`config.mk`:
```
export PLATFORM = sky130hd
export DESIGN_NAME = elevator_scheduler
export DESIGN_NICKNAME = d
export VERILOG_FILES = /design/src/rtl/elevator_scheduler.sv
export SDC_FILE = /design/constraint.sdc
export NUM_CORES = 1
export LEC_CHECK = 0
export ABC_AREA = 1
export CORE_MARGIN = 5
export CORE_UTILIZATION = 55
export CTS_CLUSTER_SIZE = 16
export DETAILED_ROUTE_END_ITERATION = 16
export PLACE_DENSITY = 0.75
export SLEW_MARGIN = 40
export SYNTH_ARGS = -nofsm -noshare
export SYNTH_HDL_FRONTEND = slang
export SYNTH_SLANG_ARGS = --single-unit
```
`constraint.sdc`:
```
create_clock -name clk -period 5.34 [get_ports clk]
set_input_delay 0.801 -clock clk [delete_from_list [all_inputs] [get_ports clk]]
set_output_delay 0.801 -clock clk [all_outputs]
set_load 0.05 [all_outputs]
```
`src/rtl/elevator_scheduler.sv`:
```
// SCAN-policy car controller for a 4-floor elevator: latches requests, steps the
// car one floor per travel interval and holds the door open at serviced floors.
module elevator_scheduler #(
  parameter int unsigned TRAVEL_CYCLES = 100000000,
  parameter int unsigned DOOR_CYCLES   = 150000000,
  parameter int unsigned CNT_W         = 28
) (
  input  logic       clk,
  input  logic       rst_n,
  input  logic [3:0] btn,
  output logic [3:0] pending,
  output logic [1:0] floor,
  output logic       moving_up,
  output logic       moving_down,
  output logic       door_open,
  output logic       dir_up,
  output logic       arrive
);

  typedef enum logic [1:0] {
    S_IDLE,
    S_MOVE_UP,
    S_MOVE_DOWN,
    S_DOOR_OPEN
  } state_t;

  localparam logic [CNT_W-1:0] TRAVEL_LAST = CNT_W'(TRAVEL_CYCLES - 1);
  localparam logic [CNT_W-1:0] DOOR_LAST   = CNT_W'(DOOR_CYCLES - 1);

  state_t           state_q, state_d;
  logic [1:0]       floor_q, floor_d;
  logic [3:0]       pending_q, pending_d;
  logic             dir_up_q, dir_up_d;
  logic [CNT_W-1:0] timer_q, timer_d;
  logic             arrive_q, arrive_d;

  logic             going_up;
  logic [1:0]       floor_step;
  logic [3:0]       above, below, ahead;
  logic [3:0]       set_mask, clr_mask;

  assign going_up   = (state_q == S_MOVE_UP);
  assign floor_step = going_up ? floor_q + 2'd1 : floor_q - 2'd1;

  // ahead[] is relative to the floor the car is about to reach, not the current one
  for (genvar gi = 0; gi < 4; gi++) begin : g_masks
    assign above[gi] = pending_q[gi] && (2'(gi) > floor_q);
    assign below[gi] = pending_q[gi] && (2'(gi) < floor_q);
    assign ahead[gi] = pending_q[gi] &&
                       (going_up ? (2'(gi) > floor_step) : (2'(gi) < floor_step));
  end

  always_comb begin
    state_d  = state_q;
    floor_d  = floor_q;
    dir_up_d = dir_up_q;
    timer_d  = timer_q;
    arrive_d = 1'b0;
    clr_mask = 4'b0000;
    set_mask = btn;
    if (state_q == S_IDLE || state_q == S_DOOR_OPEN) begin
      set_mask[floor_q] = 1'b0;
    end

    case (state_q)
      S_IDLE: begin
        timer_d = '0;
        if (btn[floor_q]) begin
          state_d  = S_DOOR_OPEN;
          arrive_d = 1'b1;
        end else if (dir_up_q && (|above)) begin
          state_d = S_MOVE_UP;
        end else if (|below) begin
          state_d  = S_MOVE_DOWN;
          dir_up_d = 1'b0;
        end else if (|above) begin
          state_d  = S_MOVE_UP;
          dir_up_d = 1'b1;
        end
      end

      S_MOVE_UP, S_MOVE_DOWN: begin
        if (timer_q == TRAVEL_LAST) begin
          timer_d = '0;
          floor_d = floor_step;
          // A press landing on the arrival floor in the same cycle also stops the car
          if (pending_q[floor_step] || btn[floor_step]) begin
            clr_mask[floor_step] = 1'b1;
            arrive_d             = 1'b1;
            state_d              = S_DOOR_OPEN;
          end else if (!(|ahead)) begin
            state_d = S_IDLE;
          end
        end else begin
          timer_d = timer_q + CNT_W'(1);
        end
      end

      S_DOOR_OPEN: begin
        if (btn[floor_q]) begin
          timer_d = '0;
        end else if (timer_q == DOOR_LAST) begin
          timer_d = '0;
          state_d = S_IDLE;
        end else begin
          timer_d = timer_q + CNT_W'(1);
        end
      end

      default: state_d = S_IDLE;
    endcase

    pending_d = (pending_q | set_mask) & ~clr_mask;
  end

  always_ff @(posedge clk or negedge rst_n) begin
    if (!rst_n) begin
      state_q   <= S_IDLE;
      floor_q   <= 2'd0;
      pending_q <= 4'b0000;
      dir_up_q  <= 1'b1;
      timer_q   <= '0;
      arrive_q  <= 1'b0;
    end else begin
      state_q   <= state_d;
      floor_q   <= floor_d;
      pending_q <= pending_d;
      dir_up_q  <= dir_up_d;
      timer_q   <= timer_d;
      arrive_q  <= arrive_d;
    end
  end

  assign pending     = pending_q;
  assign floor       = floor_q;
  assign moving_up   = (state_q == S_MOVE_UP);
  assign moving_down = (state_q == S_MOVE_DOWN);
  assign door_open   = (state_q == S_DOOR_OPEN);
  assign dir_up      = dir_up_q;
  assign arrive      = arrive_q;

endmodule
```
==> impl_metrics.tcl <==
set metrics [dict create \
    outcome "finished, final reports clean" \
    dieArea_um2 6153 \
    port_buffers 16 \
    fin_crit_ps 2683 \
    crit_arrival_ps 1880 \
    nFillCells 434 \
    r2r-end "state_q[0]$_DFFE_PN0P_" \
    synth_area_leaders "dfrtp_1 (36%), nand2_1 (16%), nor2_1 (7.9%)" \
    leakagePower_nw 1.281 \
    cts.reportedPaths.clkPinSlew_ps 70 \
    synth_commonest_cells "nand2_1 (111), nor2_1 (54), inv_1 (39), dfrtp_1 (37), xor2_1 (20)" \
    cp-end-kind "output port" \
    p_clk_frac 0.223 \
    dp_hpwl_um 4358 \
    rrSetupSlack_ps 2890 \
    n_antenna_cell 0 \
    via_per_inst 5.278 \
    num_rows 25 \
    pwr-share-seq 0.359 \
    fin_tns_setup_ps 0 \
    min_delay_path_depth 1 \
    syn_area_per_cell_um2 7.196 \
    rsz0062_at_grt "false" \
    core_um2 4629 \
    r2r_start "floor[0]$_DFFE_PN0P_" \
    yosysWarnings 0 \
    antenna_left 0 \
    whs_endpoint "timer_q[0]$_DFF_PN0_" \
    hold_buffers 0 \
    slew_headroom 0.6522 \
    multi_input_area_um2 1436 \
    drt_wl_total_um 5803 \
    start_util 0.5565 \
    grt_pass1_vias 2295 \
    synthCells 358 \
    r2r_cells 14 \
    crit_path_max_fanout 4 \
    combPwrFrac 0.419 \
    drc_errors 0 \
    crit_type "flop to output port" \
    finalWorstSetupSlack_ps 2657 \
    p_switching_w 0.0003748 \
    p_int_w 0.0005232 \
    h-tree-depth 2 \
    cts_root_buf "clkbuf_8" \
    ff_latch_area_um2 952.2 \
    slew_violations 0 \
    grt_pass1_wl_um 10520 \
    hold_start "timer_q[0]$_DFF_PN0_" \
    grt_overflow 0 \
    skew_ps 3.787 \
    synth.top_cell.area_share 0.3594 \
    synth_top_cell_by_area "dfrtp_1" \
    clk_latency_ps 290 \
    synth_edf_count 0 \
    fin_crit_sh 0.5025 \
    synth-seq-cells 38 \
    critical_path_required_ps 4540 \
    sw_frac_of_total 0.4174 \
    cts_tree "yes" \
    synth-seq-area-share 0.3696 \
    pre_cts_ws_ps 2883 \
    die_w_um 78.44 \
    grt_util_all_layers 0.2176 \
    cts_made_buffers 5 \
    synth_nets 376 \
    grt_antenna_before_repair 0 \
    nets 395 \
    ys.flop_type "dfrtp_1" \
    ctsResizeCount 0 \
    grt_max_degree 39 \
    setup_viol 0 \
    place_congestion 0.9778 \
    drive_above_1_share 0.06349 \
    fmax_mhz 372.7 \
    hold_viol 0 \
    num_vias 2280 \
    vdd.ir_drop.worst_v 0.0003032 \
    synthMostInstantiatedCell "nand2_1" \
    synth.distinct_cells 28 \
    start_kind "flop" \
    p_per_area_nw_per_um2 314.5 \
    worst_pin_slew_ps 516.9 \
    cts_setup_buffers 0 \
    io_pins 17 \
    holdCritPathClass "flop to flop" \
    drtIter0Drc 136 \
    cts_max_path_buffers 2 \
    max_cap_viol_count 0 \
    dieHeight_um 78.44 \
    ys_async_sr_fraction 1.000 \
    syn_to_final_growth_pct 10.83 \
    dr.pass1.iters 4 \
    clkSinkCount 38 \
    netlist_area_um2 2576 \
    wl_per_cell_um 13.43 \
]
cell usage in the layout, fill, tap and decap left out, drive strengths merged, types with 3 or more instances in the layout:
cell type and instances:
a21oi 6, a31oi 5, clkbuf 7, clkdlybuf4s50 15
dfrtp 37, ha 12, inv 40, nand2 114
nand3 19, nand4 13, nor2 61, nor3 14
o21ai 5, xnor2 3, xor2 20
layer usage:
layer / up-vias / track usage / wire length, um
met4: 0 / 0.1049 / 182
met2: 55 / 0.3682 / 2945
met5: - / 0 / 0
li1: 1163 / - / -
met1: 1046 / 0.2636 / 2420
met3: 16 / 0.04472 / 254
critical path, stage by stage (launching register included):
cell	delay [ps]
dfrtp_1	420
inv_1	110
ha_1	240
clkdlybuf4s50_1	830
per-stage QoR:
step	hold slack [ps]	power, W	cells	instance area [um2]	utilization
5_1_grt	501.8	0.0009813	432	2855	0.6168
3_5_place_dp	457.4	0.0007063	424	2764	0.5970
2_1_floorplan	430.2	0.0006423	358	2576	-
4_1_cts	467.3	0.0009096	432	2855	0.6168
6_report	470.0	0.0008980	432	2855	0.6168
3_3_place_gp	449.1	0.0007048	424	2761	0.5965
worst max path at each step:
stage               slack (ps)                    from  cells past startpoint                      to
floorplan                 2970    floor[0]$_DFFE_PN0P_                     16  state_q[0]$_DFFE_PN0P_
global placement          2940                  btn[3]                     10  state_q[0]$_DFFE_PN0P_
detailed placement        2880                  btn[3]                     10  state_q[0]$_DFFE_PN0P_
CTS                       2660  state_q[1]$_DFFE_PN0P_                      3               moving_up
global route              2560  state_q[1]$_DFFE_PN0P_                      3               moving_up
finish                    2660  state_q[1]$_DFFE_PN0P_                      3               moving_up
area by class of cell:
cell class / count / area share
flip-flops and latches: 38 / 0.3335
well taps: 54 / 0.02366
repair buffers: 16 / 0.05521
multi-input cells: 276 / 0.5031
inverters: 40 / 0.05259
clock inverters: 1 / 0.001753
clock buffers: 7 / 0.03024
power groups by stage:
stage / sequential, W / clock (W) / combinational (W)
CTS: 0.000322 / 0.000206 / 0.000382
global placement: 0.000327 / 0 / 0.000378
floorplan: 0.000333 / 0 / 0.000309
global route: 0.000325 / 0.000223 / 0.000434
detailed placement: 0.000327 / 0 / 0.000379
finish: 0.000322 / 0.000200 / 0.000376
sequential cells by signal, summed over array words and instances (netlist names):
name / count
dir_up: 1
timer_q: 28
arrive: 1
state_q: 2
pending: 4
floor: 2
logic make-up after synthesis:
| kind of cell | count (synthesis) | share of synthesized area |
|---|---|---|
| xor gates and xnor gates | 23 | 0.07820 |
| AOI/OAI and AO/OA | 18 | 0.03983 |
| adders and majority gates | 12 | 0.05828 |
| DFF | 38 | 0.3696 |
| buffers and inverters | 44 | 0.07285 |
| and+or+nand+nor | 223 | 0.3813 |
Power figures use the tool's default switching activity.
